`src/rtl/buffet_sb_if.sv`:
```
// Handshake bundle for buffet_sb: fill, read/shrink, update, response and credit channels.
// Signal suffixes are from the buffet's point of view (slave side).
interface buffet_sb_if #(
  parameter int unsigned DATA_WIDTH = 32,
  parameter int unsigned DEPTH      = 16
);
  localparam int unsigned IDX_WIDTH = $clog2(DEPTH);

  logic [DATA_WIDTH-1:0] push_data_i;
  logic                  push_valid_i;
  logic                  push_ready_o;

  logic [IDX_WIDTH-1:0]  read_idx_i;
  logic                  read_will_update_i;
  logic                  read_is_shrink_i;
  logic                  read_valid_i;
  logic                  read_ready_o;

  logic [DATA_WIDTH-1:0] read_data_o;
  logic                  read_data_valid_o;
  logic                  read_data_ready_i;

  logic [IDX_WIDTH-1:0]  update_idx_i;
  logic [DATA_WIDTH-1:0] update_data_i;
  logic                  update_valid_i;
  logic                  update_ready_o;

  logic [IDX_WIDTH:0]    credit_o;
  logic                  credit_valid_o;
  logic                  credit_ready_i;

  logic [IDX_WIDTH:0]    occupancy_o;

  modport slave (
    input  push_data_i, push_valid_i,
    output push_ready_o,
    input  read_idx_i, read_will_update_i, read_is_shrink_i, read_valid_i,
    output read_ready_o,
    output read_data_o, read_data_valid_o,
    input  read_data_ready_i,
    input  update_idx_i, update_data_i, update_valid_i,
    output update_ready_o,
    output credit_o, credit_valid_o,
    input  credit_ready_i,
    output occupancy_o
  );

  modport master (
    output push_data_i, push_valid_i,
    input  push_ready_o,
    output read_idx_i, read_will_update_i, read_is_shrink_i, read_valid_i,
    input  read_ready_o,
    input  read_data_o, read_data_valid_o,
    output read_data_ready_i,
    output update_idx_i, update_data_i, update_valid_i,
    input  update_ready_o,
    input  credit_o, credit_valid_o,
    output credit_ready_i,
    input  occupancy_o
  );
endinterface

```
`src/rtl/buffet_sb.sv`:
```
// Single-port circular buffet with per-slot update scoreboard, batched credit return
// and a one-cycle registered read response.
module buffet_sb #(
  parameter int unsigned DATA_WIDTH       = 32,
  parameter int unsigned DEPTH            = 16,
  parameter int unsigned CREDIT_THRESHOLD = 4
) (
  input  logic      clk,
  input  logic      reset_i,
  buffet_sb_if.slave bus
);
  localparam int unsigned IDX_WIDTH = $clog2(DEPTH);

  typedef logic [IDX_WIDTH-1:0] idx_t;
  typedef logic [IDX_WIDTH:0]   cnt_t;

  localparam cnt_t DEPTH_C  = cnt_t'(DEPTH);
  localparam cnt_t THRESH_C = cnt_t'(CREDIT_THRESHOLD);

  logic [DATA_WIDTH-1:0] mem_q [DEPTH];

  idx_t                  head_q, head_d;
  cnt_t                  occ_q, occ_d;
  cnt_t                  credit_q, credit_d;
  logic [DEPTH-1:0]      pending_q, pending_d;
  logic [DATA_WIDTH-1:0] rdata_q, rdata_d;
  logic                  rvalid_q, rvalid_d;

  idx_t fill_slot, read_slot, upd_slot;
  cnt_t shrink_sz, shrink_amt;
  logic shrink_blocked;
  logic read_ok, shrink_ok;
  logic fill_fire, read_fire, shrink_fire, upd_fire, credit_fire;

  always_comb begin
    fill_slot = head_q + occ_q[IDX_WIDTH-1:0];
    read_slot = head_q + bus.read_idx_i;
    upd_slot  = head_q + bus.update_idx_i;
    shrink_sz = {1'b0, bus.read_idx_i};

    // A shrink may only retire slots that have no update still outstanding.
    shrink_blocked = 1'b0;
    for (int unsigned i = 0; i < DEPTH; i++) begin
      if ((cnt_t'(i) < shrink_sz) && pending_q[head_q + idx_t'(i)]) begin
        shrink_blocked = 1'b1;
      end
    end

    read_ok   = !bus.read_is_shrink_i
              && ({1'b0, bus.read_idx_i} < occ_q)
              && !pending_q[read_slot]
              && (!rvalid_q || bus.read_data_ready_i);
    shrink_ok = bus.read_is_shrink_i && (shrink_sz <= occ_q) && !shrink_blocked;

    bus.push_ready_o      = (occ_q != DEPTH_C);
    bus.read_ready_o      = read_ok || shrink_ok;
    bus.update_ready_o    = pending_q[upd_slot];
    bus.read_data_o       = rdata_q;
    bus.read_data_valid_o = rvalid_q;
    bus.credit_o          = credit_q;
    bus.credit_valid_o    = (credit_q >= THRESH_C) || ((credit_q != '0) && (occ_q == '0));
    bus.occupancy_o       = occ_q;

    fill_fire   = bus.push_valid_i && bus.push_ready_o;
    read_fire   = bus.read_valid_i && read_ok;
    shrink_fire = bus.read_valid_i && shrink_ok;
    upd_fire    = bus.update_valid_i && bus.update_ready_o;
    credit_fire = bus.credit_valid_o && bus.credit_ready_i;
    shrink_amt  = shrink_fire ? shrink_sz : '0;
  end

  always_comb begin
    head_d    = head_q;
    occ_d     = occ_q;
    credit_d  = credit_q;
    pending_d = pending_q;
    rdata_d   = rdata_q;
    rvalid_d  = rvalid_q;

    // Fill address uses the pre-shrink head/occ, so both can land in one cycle.
    head_d   = head_q + shrink_amt[IDX_WIDTH-1:0];
    occ_d    = occ_q + cnt_t'(fill_fire) - shrink_amt;
    credit_d = credit_fire ? shrink_amt : credit_q + shrink_amt;

    if (read_fire) begin
      rdata_d  = mem_q[read_slot];
      rvalid_d = 1'b1;
      if (bus.read_will_update_i) begin
        pending_d[read_slot] = 1'b1;
      end
    end else if (bus.read_data_ready_i) begin
      rvalid_d = 1'b0;
    end

    if (upd_fire) begin
      pending_d[upd_slot] = 1'b0;
    end
  end

  always_ff @(posedge clk) begin
    if (reset_i) begin
      head_q    <= '0;
      occ_q     <= '0;
      credit_q  <= DEPTH_C;
      pending_q <= '0;
      rdata_q   <= '0;
      rvalid_q  <= 1'b0;
    end else begin
      head_q    <= head_d;
      occ_q     <= occ_d;
      credit_q  <= credit_d;
      pending_q <= pending_d;
      rdata_q   <= rdata_d;
      rvalid_q  <= rvalid_d;
    end
  end

  always_ff @(posedge clk) begin
    if (fill_fire) begin
      mem_q[fill_slot] <= bus.push_data_i;
    end
    if (upd_fire) begin
      mem_q[upd_slot] <= bus.update_data_i;
    end
  end
endmodule
```
`src/flat_wrapper.sv`:
```
// flat-port wrapper written by rule: the top's interface ports become plain ports
module buffet_sb_flat 
#(
  parameter int unsigned DATA_WIDTH       = 32,
  parameter int unsigned DEPTH            = 16,
  parameter int unsigned CREDIT_THRESHOLD = 4
)
  (clk, reset_i, bus_push_data_i, bus_push_valid_i, bus_push_ready_o, bus_read_idx_i, bus_read_will_update_i, bus_read_is_shrink_i, bus_read_valid_i, bus_read_ready_o, bus_read_data_o, bus_read_data_valid_o, bus_read_data_ready_i, bus_update_idx_i, bus_update_data_i, bus_update_valid_i, bus_update_ready_o, bus_credit_o, bus_credit_valid_o, bus_credit_ready_i, bus_occupancy_o);
  buffet_sb_if #(.DATA_WIDTH(DATA_WIDTH), .DEPTH(DEPTH)) bus_i ();
  input  logic clk;
  input  logic reset_i;
  input wire logic [$bits(bus_i.push_data_i)-1:0] bus_push_data_i;
  input wire logic [$bits(bus_i.push_valid_i)-1:0] bus_push_valid_i;
  output wire logic [$bits(bus_i.push_ready_o)-1:0] bus_push_ready_o;
  input wire logic [$bits(bus_i.read_idx_i)-1:0] bus_read_idx_i;
  input wire logic [$bits(bus_i.read_will_update_i)-1:0] bus_read_will_update_i;
  input wire logic [$bits(bus_i.read_is_shrink_i)-1:0] bus_read_is_shrink_i;
  input wire logic [$bits(bus_i.read_valid_i)-1:0] bus_read_valid_i;
  output wire logic [$bits(bus_i.read_ready_o)-1:0] bus_read_ready_o;
  output wire logic [$bits(bus_i.read_data_o)-1:0] bus_read_data_o;
  output wire logic [$bits(bus_i.read_data_valid_o)-1:0] bus_read_data_valid_o;
  input wire logic [$bits(bus_i.read_data_ready_i)-1:0] bus_read_data_ready_i;
  input wire logic [$bits(bus_i.update_idx_i)-1:0] bus_update_idx_i;
  input wire logic [$bits(bus_i.update_data_i)-1:0] bus_update_data_i;
  input wire logic [$bits(bus_i.update_valid_i)-1:0] bus_update_valid_i;
  output wire logic [$bits(bus_i.update_ready_o)-1:0] bus_update_ready_o;
  output wire logic [$bits(bus_i.credit_o)-1:0] bus_credit_o;
  output wire logic [$bits(bus_i.credit_valid_o)-1:0] bus_credit_valid_o;
  input wire logic [$bits(bus_i.credit_ready_i)-1:0] bus_credit_ready_i;
  output wire logic [$bits(bus_i.occupancy_o)-1:0] bus_occupancy_o;
  assign bus_i.push_data_i = bus_push_data_i;
  assign bus_i.push_valid_i = bus_push_valid_i;
  assign bus_push_ready_o = bus_i.push_ready_o;
  assign bus_i.read_idx_i = bus_read_idx_i;
  assign bus_i.read_will_update_i = bus_read_will_update_i;
  assign bus_i.read_is_shrink_i = bus_read_is_shrink_i;
  assign bus_i.read_valid_i = bus_read_valid_i;
  assign bus_read_ready_o = bus_i.read_ready_o;
  assign bus_read_data_o = bus_i.read_data_o;
  assign bus_read_data_valid_o = bus_i.read_data_valid_o;
  assign bus_i.read_data_ready_i = bus_read_data_ready_i;
  assign bus_i.update_idx_i = bus_update_idx_i;
  assign bus_i.update_data_i = bus_update_data_i;
  assign bus_i.update_valid_i = bus_update_valid_i;
  assign bus_update_ready_o = bus_i.update_ready_o;
  assign bus_credit_o = bus_i.credit_o;
  assign bus_credit_valid_o = bus_i.credit_valid_o;
  assign bus_i.credit_ready_i = bus_credit_ready_i;
  assign bus_occupancy_o = bus_i.occupancy_o;
  buffet_sb #(.DATA_WIDTH(DATA_WIDTH), .DEPTH(DEPTH), .CREDIT_THRESHOLD(CREDIT_THRESHOLD)) u_core (.clk(clk), .reset_i(reset_i), .bus(bus_i));
endmodule
```
`config.mk`:
```
export PLATFORM = sky130hd
export DESIGN_NAME = buffet_sb_flat
export DESIGN_NICKNAME = d
export VERILOG_FILES = /design/src/rtl/buffet_sb_if.sv /design/src/rtl/buffet_sb.sv /design/src/flat_wrapper.sv
export SDC_FILE = /design/constraint.sdc
export NUM_CORES = 1
export LEC_CHECK = 0
export CORE_UTILIZATION = 50
export DETAILED_ROUTE_END_ITERATION = 7
export GPL_ROUTABILITY_DRIVEN = 0
export PLACE_DENSITY = 0.68
export SLEW_MARGIN = 20
export SYNTH_ARGS = -nofsm -noshare
export SYNTH_HDL_FRONTEND = slang
export SYNTH_SLANG_ARGS = --single-unit
```
`constraint.sdc`:
```
create_clock -name clk -period 6.3 [get_ports clk]
set_clock_uncertainty 0.05 [all_clocks]
set_input_delay 1.26 -clock clk [delete_from_list [all_inputs] [get_ports clk]]
set_output_delay 1.26 -clock clk [all_outputs]
set_load 0.03 [all_outputs]
```
==> results of run 1 <==
state kept, by name, indices dropped and copies added (netlist names):
register,flops
u_core.mem_q,512
u_core.bus.read_data_o,32
u_core.pending_q,16
u_core.bus.credit_o,5
u_core.bus.occupancy_o,5
u_core.head_q,4
u_core.bus.read_data_valid_o,1
worst register-to-register path: cells and delay by family, from the launching register on:
family | cells | cell delay (ns)
fa+ha+maj | 3 | 1.72
mux | 2 | 1.15
compound gates | 5 | 0.84
simple gates | 3 | 0.68
flops | 1 | 0.35
buf+inv | 1 | 0.27
xor+xnor | 1 | 0.13
worst paths after layout:
path	from	to	slack (ns)
hold / removal	u_core.bus.read_data_o[26]	u_core.bus.read_data_o[26]	0.40
hold reg to reg	u_core.bus.read_data_o[26]	u_core.bus.read_data_o[26]	0.40
setup reg to reg	u_core.head_q[0]	u_core.bus.occupancy_o[4]	0.98
setup / recovery	u_core.head_q[0]	bus_read_ready_o	0.64
cells in the mapped netlist, types with 3 or more instances:
master    count  share of area
clkbuf_1    115          0.014
nor2b_1       7         0.0014
a31oi_1       8         0.0016
nand2_2       4        0.00082
buf_1        11         0.0013
a211oi_1     13         0.0032
buf_6         3         0.0011
nand2b_1      5         0.0010
o21ai_0      18         0.0029
edfxtp_1    512           0.50
o31ai_1       3        0.00074
nor2_1       33         0.0040
and2_1        5         0.0010
ha_1         35          0.014
nand3_1     105          0.017
buf_2        66          0.011
nand2_1     199          0.024
inv_1        18         0.0022
nand4_1       4        0.00082
mux2i_1      40          0.013
xnor2_1      20         0.0057
a21o_1        8         0.0020
fa_1          6         0.0039
mux4_2      153           0.11
o22ai_1       8         0.0016
nor3_1        8         0.0013
a21oi_1      57         0.0093
xor2_1       11         0.0031
mux2_1       34          0.013
mux2_2      484           0.18
and3_1        6         0.0012
dfxtp_1      63          0.041
kinds of logic (layout without fill, tap and decap cells):
group / Yosys count / in the layout
AOI/OAI and AO/OA: 130 / 130
buffers and inverters: 215 / 330
xor gates and xnor gates: 32 / 32
adders and majority gates: 41 / 41
DFF: 575 / 575
and+or+nand+nor: 389 / 389
muxes: 711 / 711
per-stage QoR:
stage	total power, mW	hold slack, ns	setup slack (ns)	instance area (µm²)	instances
after detailed placement	8.19	0.397	0.840	33000	2874
final	11.8	0.404	0.644	35100	2990
after global placement	8.09	0.395	0.848	32900	2870
after floorplan	6.96	0.491	0.664	30600	2093
after CTS	11.8	0.405	0.616	35100	2990
after global routing	12.2	0.428	0.403	35100	2990
cell type report:
| class | instances | area, µm² |
|---|---|---|
| multi-input combinational | 1303 | 13400 |
| sequential | 575 | 16600 |
| timing repair buffer | 195 | 1970 |
| fill | 4687 | 25400 |
| inverter | 19 | 71.3 |
| tap | 782 | 978 |
| clock inverter | 24 | 268 |
| clock buffer | 92 | 1780 |
routing by layer:
metal  track usage  share of wire  vias up
li1              -              -     8225
met1         0.382           0.40     9898
met2         0.452           0.48      859
met3        0.0512          0.082      193
met4        0.0975          0.035        8
met5             0        0.00059        -
power by group through the flow:
stage                     clock network (mW)  registers (mW)  logic [mW]
after floorplan                            0            4.98        1.98
after global placement                     0            4.90        3.19
after detailed placement                   0            4.92        3.27
after CTS                               3.72            4.84        3.29
after global routing                    3.85            4.87        3.50
final                                   3.68            4.84        3.30
==> metrics.yaml, run 1 <==
powerDensity_nw_per_um2: 337
power_frac_seq: 0.409
synthSimpleGateAreaFrac: 0.0570
cap_violations: 0
switching_share: 0.312
grt_pass1_wl_um: 129000
p_leak_nw: 11.7
core_area_um2: 60500
areaGrowthSynthToFinish_pct: 14.6
port_buffers: 127
synth_area_um2: 30600
critPathKind: "reg -> out"
firstDrtPassIters: 6
hold_depth: 2
cp-end-kind: "output port"
p_switching_mw: 3.69
antenna_left: 0
synth_seq_cells: 575
drtIter0Drc: 2371
postSynthNetCount: 2215
clk_path_buf_depth: 3
hold_viol: 0
cts_root_buf: "clkbuf_16"
nNetsFinal: 2277
path_depth: 10
grt_pass1_vias: 19700
reg2regPathDepth: 15
fin_crit_ns: 5.66
antenna_found_initial: 5
tightest_slew_ns: 1.16
clock_latency_ns: 0.65
final_cell_mix: "edfxtp_1 (512), mux2_2 (484), nand2_1 (191)"
ctsHtreeMaxLevel: 2
comb_power_share: 0.279
route.detailed.wl_per_inst_um: 29.0
synth_warnings: 0
drc: 0
ys_seq_area_frac: 0.543
cts_resized: 0
synth_edf_count: 512
final_common_cell: "edfxtp_1"
rows: 90
initial_core_util: 0.506
cp-start-kind: "flop"
ir_drop_v: 0.000223
die-area_um2: 62200
fmax_mhz: 177
clockPowerShare: 0.312
via_count: 19200
cts_buffers: 61
required_ns: 4.99
max_stage_delay_ns: 0.85
drive_gt1_frac: 0.383
wl_um: 86600
cts_sinks: 575
cp_max_fo: 14
p_int_mw: 8.13
worstPathArrival_ns: 4.35
cts_hold_buf: 0
synth_compound_area_frac: 0.0260
synthCells: 2093
io_pins: 128
clk_pin_slew_worst_paths_ns: 0.06
status: "complete, no violations"
async_flop_share: 0
cpMostUsedCell: "mux4_2"
critPathBufInv: 2
final_core_util: 0.580
synthAdderAreaFrac: 0.0182
drv_slew: 0
die_w_um: 249
hp-class: "reg -> reg"
dieHeight_um: 249
cts_setup_buffers: 0
synth-main-ff-cell: "edfxtp_1"
path_delay_family: "multiplexers"
globalRouteOverflowTotal: 0
diodes: 0
yosys.area_share.xor_xnor: 0.00940
max-slew-margin-rel: 0.221
crit_chain: "inv_1, ha_1, mux4_2, mux4_2, o21ai_1, o211ai_1, nor4_4, o21ai_2, nand2_1, buf_4"
grt_usage: 0.280
synth.mux.area_fraction: 0.316
tritoncts: "done"
place_hpwl_um: 50100
synth_cell_type_count: 57
grt_max_degree: 68
period_share: 0.898
setup_tns_ns: 0
syn_avg_cell_area_um2: 14.6
viasPerCell: 6.42
rsz0062_at_grt: "no"
finalSetupViolCount: 0
synth_top_family_by_area: "multiplexers"
crit_slowest_cell: "ha_1"
(Power assumes the default switching activity.)
==> run 2: changes to the inputs <==
--- a/config.mk
+++ b/config.mk
@@ -9,7 +9,9 @@
 export DETAILED_ROUTE_END_ITERATION = 7
 export GPL_ROUTABILITY_DRIVEN = 0
 export PLACE_DENSITY = 0.68
+export SKIP_LAST_GASP = 1
 export SLEW_MARGIN = 20
 export SYNTH_ARGS = -nofsm -noshare
 export SYNTH_HDL_FRONTEND = slang
 export SYNTH_SLANG_ARGS = --single-unit
+export TNS_END_PERCENT = 20
==> results of run 2 <==
No change in the layout: final DEF, timing and power equal those of run 1.
